**src/rtl/ufp_mul_pipe_if.sv**
```systemverilog
// ufp_mul_pipe_if: operand/result valid-ready bundle for ufp_mul_pipe
interface ufp_mul_pipe_if #(parameter int W = 32);
  logic in_valid, in_ready, clip, out_valid, out_ready, clipping;
  logic [W-1:0] x, y, out_data;
  modport master (output in_valid, x, y, clip, out_ready, input in_ready, out_valid, out_data, clipping);
  modport slave (input in_valid, x, y, clip, out_ready, output in_ready, out_valid, out_data, clipping);
endinterface

```
**src/rtl/ufp_mul_pipe.sv**
```systemverilog
// ufp_mul_pipe: pipelined UQ(IW).(QW) multiplier with valid/ready backpressure, clip/wrap and optional rounding
module ufp_mul_pipe #(
  parameter int IW = 16,
  parameter int QW = 16,
  parameter int STAGES = 3,
  parameter int ROUND = 0
) (
  input logic clk,
  input logic rst,
  ufp_mul_pipe_if.slave bus
);
  localparam int W = IW + QW;
  localparam logic [2*W:0] RND = (ROUND != 0) ? ((2*W+1)'(1) << (QW - 1)) : '0;
  logic [2*W-QW:0] s;
  logic ovf, stall;
  logic [W-1:0] res;
  logic [STAGES-1:0] vld_q, vld_d, ovf_q, ovf_d;
  logic [STAGES-1:0][W-1:0] dat_q, dat_d;
  // Whole result is formed at the input; the remaining stages only delay it.
  always_comb begin
    s = (2*W-QW+1)'(((2*W+1)'(bus.x) * (2*W+1)'(bus.y) + RND) >> QW);
    ovf = |s[2*W-QW:W];
    res = (ovf && bus.clip) ? '1 : s[W-1:0];
  end
  assign stall = vld_q[STAGES-1] && !bus.out_ready;
  always_comb begin
    vld_d = vld_q;
    ovf_d = ovf_q;
    dat_d = dat_q;
    if (!stall) begin
      vld_d[0] = bus.in_valid;
      ovf_d[0] = ovf;
      dat_d[0] = res;
      for (int i = 1; i < STAGES; i++) begin
        vld_d[i] = vld_q[i-1];
        ovf_d[i] = ovf_q[i-1];
        dat_d[i] = dat_q[i-1];
      end
    end
  end
  always_ff @(posedge clk or posedge rst)
    if (rst) begin
      vld_q <= '0;
      ovf_q <= '0;
      dat_q <= '0;
    end else begin
      vld_q <= vld_d;
      ovf_q <= ovf_d;
      dat_q <= dat_d;
    end
  assign bus.in_ready = !stall;
  assign bus.out_valid = vld_q[STAGES-1];
  assign bus.out_data = dat_q[STAGES-1];
  assign bus.clipping = ovf_q[STAGES-1];
endmodule

```
**src/flat_wrapper.sv**
```systemverilog
// flat-port wrapper written by rule: the top's interface ports become plain ports
module ufp_mul_pipe_flat 
#(
  parameter int IW = 16,
  parameter int QW = 16,
  parameter int STAGES = 3,
  parameter int ROUND = 0
)
  (clk, rst, bus_in_valid, bus_x, bus_y, bus_clip, bus_out_ready, bus_in_ready, bus_out_valid, bus_out_data, bus_clipping);
  ufp_mul_pipe_if #(.W(32)) bus_i ();
  input logic clk;
  input logic rst;
  input wire logic [$bits(bus_i.in_valid)-1:0] bus_in_valid;
  input wire logic [$bits(bus_i.x)-1:0] bus_x;
  input wire logic [$bits(bus_i.y)-1:0] bus_y;
  input wire logic [$bits(bus_i.clip)-1:0] bus_clip;
  input wire logic [$bits(bus_i.out_ready)-1:0] bus_out_ready;
  output wire logic [$bits(bus_i.in_ready)-1:0] bus_in_ready;
  output wire logic [$bits(bus_i.out_valid)-1:0] bus_out_valid;
  output wire logic [$bits(bus_i.out_data)-1:0] bus_out_data;
  output wire logic [$bits(bus_i.clipping)-1:0] bus_clipping;
  assign bus_i.in_valid = bus_in_valid;
  assign bus_i.x = bus_x;
  assign bus_i.y = bus_y;
  assign bus_i.clip = bus_clip;
  assign bus_i.out_ready = bus_out_ready;
  assign bus_in_ready = bus_i.in_ready;
  assign bus_out_valid = bus_i.out_valid;
  assign bus_out_data = bus_i.out_data;
  assign bus_clipping = bus_i.clipping;
  ufp_mul_pipe #(.IW(IW), .QW(QW), .STAGES(STAGES), .ROUND(ROUND)) u_core (.clk(clk), .rst(rst), .bus(bus_i));
endmodule
```
**config.mk**
```make
export PLATFORM = sky130hd
export DESIGN_NAME = ufp_mul_pipe_flat
export DESIGN_NICKNAME = d
export VERILOG_FILES = /design/src/rtl/ufp_mul_pipe_if.sv /design/src/rtl/ufp_mul_pipe.sv /design/src/flat_wrapper.sv
export SDC_FILE = /design/constraint.sdc
export NUM_CORES = 2
export LEC_CHECK = 0
export CAP_MARGIN = 20
export CORE_UTILIZATION = 65
export DETAILED_ROUTE_END_ITERATION = 8
export PLACE_DENSITY_LB_ADDON = 0.05
export SKIP_CTS_REPAIR_TIMING = 1
export SLEW_MARGIN = 20
export SYNTH_ARGS = -nofsm -noshare
export SYNTH_HDL_FRONTEND = slang
export SYNTH_SLANG_ARGS = --single-unit
```
**constraint.sdc**
```tcl
create_clock -name clk -period 3.35 [get_ports clk]
set_input_delay 0.335 -clock clk [delete_from_list [all_inputs] [get_ports clk]]
set_output_delay 0.335 -clock clk [all_outputs]
set_load 0.1 [all_outputs]
```
[Word-level counts from Yosys, hierarchy flattened]
Cells that the tools add are included.
Storage, ports and cells
  register bits after elaboration: 102
  input port bits: 69
  output and inout port bits: 35
  word-level logic and storage cells: 12
Operators by class
  multiply operators: 1
  mux-type cells: 1
  reductions and logical operators: 5
Operator list (count)
  $mul A32 B32 Y64: 1
  $mux W32: 1
  $reduce_or A16 Y1: 1
  $logic_and A1 B1 Y1: 2
  $logic_not A1 Y1: 2

[Logic depth before layout (Yosys ltp)]
  word-level depth: 4
  depth in mapped cells: 29

[Least setup slack after synthesis]
Ideal clock, no wire load.
  path type: input to register
  start: input port bus_x[19]
  end: register u_core.dat_q[0] (netlist name)
  library setup time: 0.129 ns
  arrival: 7.221 ns
  path slack: -4.000 ns
  cell stages on the path: 24
  buffers on the path: 3
  cells stage by stage: clkbuf_1 -> and2_1 -> fa_1 -> fa_1 -> inv_1 -> fa_1 -> fa_1 -> inv_1 -> fa_1 -> fa_1 -> fa_1 -> fa_1 -> ha_1 -> buf_2 -> and4_4 -> and3_1 -> a221o_1 -> nor2_2 -> o22ai_1 -> a2111oi_4 -> o2111ai_2 -> nor4_4 -> buf_6 -> a21oi_2
On the way
  word-level cells in the longest chain between the ends: 4
RTL lines
  start: declaration: line flat_wrapper.sv:14  | input wire logic [$bits(bus_i.x)-1:0] bus_x;
  $mul A32 B32 Y64: line ufp_mul_pipe.sv:21  | s = (2*W-QW+1)'(((2*W+1)'(bus.x) * (2*W+1)'(bus.y) + RND) >> QW);
  $reduce_or A16 Y1: line ufp_mul_pipe.sv:22  | ovf = |s[2*W-QW:W];
  $logic_and A1 B1 Y1: line ufp_mul_pipe.sv:23  | res = (ovf && bus.clip) ? '1 : s[W-1:0];
  $mux W32: line ufp_mul_pipe.sv:23
  end signal: assignment: line ufp_mul_pipe.sv:49  | dat_q <= dat_d;
  end: declaration: line ufp_mul_pipe.sv:18  | logic [STAGES-1:0][W-1:0] dat_q, dat_d;
Every way passes these cells.
A chain may end at the register's enable or synchronous reset.

[Final worst setup path]
  start: input port bus_x[12]
  end: register u_core.dat_q[15] (netlist name)
On the way
  word-level cells in the longest chain between the ends: 4
RTL lines (line)
  $mul A32 B32 Y64 (*): ufp_mul_pipe.sv:21
  $reduce_or A16 Y1: ufp_mul_pipe.sv:22
  $logic_and A1 B1 Y1: ufp_mul_pipe.sv:23
  $mux W32 (*): ufp_mul_pipe.sv:23
Mark *: on every way between the ends. The rest lies on a longest branch, timed or not.

==> impl_metrics.json <==
{
  "crit_path_max_fanout": 16,
  "placed_cells": 5211,
  "dr.pass1.iters": 5,
  "core-area_um2": 58030,
  "rsz0062_at_grt": "yes",
  "slew_headroom_pct": 27.44,
  "cts_inserted_buffers": 9,
  "r2r_start": "u_core.vld_q[2]",
  "postSynthAreaPerCell_um2": 9.284,
  "ant_nets": 0,
  "violations": "negative setup slack",
  "grt_pass1_wl_mm": 166.1,
  "slowest_stage": "fa_2",
  "max_stage_delay_ps": 640,
  "yosysMostFrequentCell": "fa_1",
  "whs_ps": 430.0,
  "yosysTopAreaCellShare_pct": 46.74,
  "die-area_um2": 59950,
  "drc": 0,
  "cp-start-kind": "primary input",
  "max_freq_mhz": 130.6,
  "critPathArrivalTime_ps": 7890,
  "wl_mm": 118.4,
  "synthTopCellsByCount": "895 x fa_1, 881 x inv_1, 676 x and2_1, 448 x nand2_1, 260 x ha_1",
  "yosys_warnings": 0,
  "stdcell_count": 5344,
  "yosysSeqAreaShare_pct": 6.658,
  "dp.final_hpwl_mm": 85.20,
  "io_buffers": 103,
  "numClockSinks": 102,
  "grt_pass1_vias": 32040,
  "ios": 104,
  "drive_gt1_share_pct": 21.24,
  "max_cap_violations": 0,
  "syn_area_um2": 38340,
  "reg2reg_depth": 10,
  "min_period_ps": 7658,
  "clk_latency_ps": 350,
  "area_growth_syn_to_layout_pct": 21.82,
  "grt_antenna_before_repair": 5,
  "tightest_slew_ps": 1085,
  "grt_usage_pct": 35.32,
  "finalWorstSetupSlack_ps": -4308,
  "timing.rr.end": "u_core.dat_q[15]",
  "synth-main-ff-cell": "dfrtp_1",
  "grt_max_degree": 55,
  "rows": 88,
  "outcome": "finished, violations left",
  "htreeDepth": 3,
  "setup_violations": 33,
  "place_congestion": 0.9693,
  "nNetsFinal": 5791,
  "maxSlewViolCount": 0,
  "dieWidth_um": 244.9,
  "r2r_slack_ps": 920,
  "cp.required_ps": 3580,
  "synth_edf_count": 0,
  "grt-ovfl-total": 0,
  "final-hold-violation-count": 0,
  "clkTransAtPathRegs_ps": 80,
  "root_buffer": "clkbuf_16",
  "initial_core_util_pct": 66.07,
  "synthTopCellsByArea": "fa_1 47%, and2_1 11%, inv_1 8.6%",
  "wl_per_cell_um": 22.15,
  "synth_cell_type_count": 72,
  "crit_type": "in -> reg",
  "hold_class": "in -> async",
  "fp.dieH_um": 244.9,
  "finClkSkew_ps": 10.87,
  "end_kind": "register",
  "cts_tree": "built",
  "syn_inst": 4129,
  "syn-num-nets": 5353,
  "cts.path.max_buffers": 2,
  "cpMostUsedCell": "fa_1",
  "final.period_utilization_pct": 228.6,
  "vias": 30770,
  "vias_per_cell": 5.757,
  "synthArstFlopShare_pct": 100.0,
  "drtIter0Drc": 2404,
  "synth_seq_cells": 102,
  "yosysTopAreaCell": "fa_1"
}
==> sequential cells by signal (all words and copies together) (netlist names) <==
signal	count
u_core.dat_q	64
u_core.bus.out_data	32
u_core.ovf_q	3
u_core.vld_q	3
==> worst max-delay path, delay by kind of cell <==
family | cells | cell delay (ps)
adder cells (fa/ha/maj) | 9 | 4470
AO/OA/AOI/OAI | 7 | 1120
buffers and inverters | 8 | 1010
AND/OR/NAND/NOR | 3 | 820
multiplexers | 1 | 120
==> stage by stage <==
step	worst slack, ps	setup TNS [ps]	util, %	cell area [µm²]
2_1_floorplan	-3912	-128560	-	38610
3_3_place_gp	-4871	-160050	75.58	43860
3_5_place_dp	-4951	-162310	75.58	43860
4_1_cts	-4614	-151400	76.12	44170
5_1_grt	-4493	-147290	80.46	46690
6_report	-4308	-141190	80.48	46700
==> cells in the final DEF, fill, tap and decap left out, types with 32 or more instances in the layout <==
cell and instances:
inv_1 869, fa_1 851, and2_1 642, nand2_1 438
buf_4 437, ha_1 235, dfrtp_1 102, buf_12 83
mux2_2 68, a21oi_2 58, a21oi_1 57, clkbuf_16 52
nor2_1 47, fa_2 44, clkdlybuf4s50_1 41, nor3_1 36
o22ai_1 35, and2_4 34, nand4_1 32
==> cell families (layout without fill, tap and decap cells) <==
kind of cell	count (synthesis)	count (layout)	share of synthesized area, %
and+or+nand+nor	1315	1315	18.18
adders and majority gates	1155	1155	55.22
buffers and inverters	1146	1589	11.69
AOI/OAI and AO/OA	296	296	5.160
DFF	102	102	6.658
muxes	71	71	2.076
xor gates and xnor gates	44	44	1.005
other	0	7	0
==> cell type report <==
| class | instances | area (µm²) |
|---|---|---|
| Multi-Input combinational cell | 2881 | 32250 |
| Fill cell | 3669 | 11330 |
| Timing Repair Buffer | 692 | 7297 |
| Inverter | 881 | 3309 |
| Sequential cell | 102 | 2552 |
| Tap cell | 765 | 957.2 |
| Clock buffer | 9 | 225.2 |
| Clock inverter | 7 | 87.58 |
| Antenna cell | 7 | 17.52 |
==> layer usage <==
layer / wire [µm] / up-vias / part of all wire (%) / global-route usage (%)
li1: - / 13130 / - / -
met1: 41170 / 15500 / 35 / 45.03
met5: 0 / - / 0 / 0
met3: 12730 / 511 / 11 / 3.597
met2: 55960 / 1632 / 47 / 62.15
met4: 8527 / 0 / 7.2 / 13.71
==> worst max-delay path by stage <==
stage          startpoint  slack [ps]  cells past startpoint               end
2_1_floorplan   bus_y[13]       -3910                     25   u_core.dat_q[0]
3_3_place_gp    bus_x[18]       -4870                     29  u_core.dat_q[29]
3_5_place_dp    bus_x[18]       -4950                     26  u_core.dat_q[29]
4_1_cts         bus_x[18]       -4610                     26  u_core.dat_q[29]
5_1_grt          bus_x[7]       -4490                     28  u_core.dat_q[15]
6_report        bus_x[12]       -4310                     28  u_core.dat_q[15]
Power is left out: the tool's default activity adds up to more than one toggle a clock period on the data nets, which glitch-free logic cannot reach.
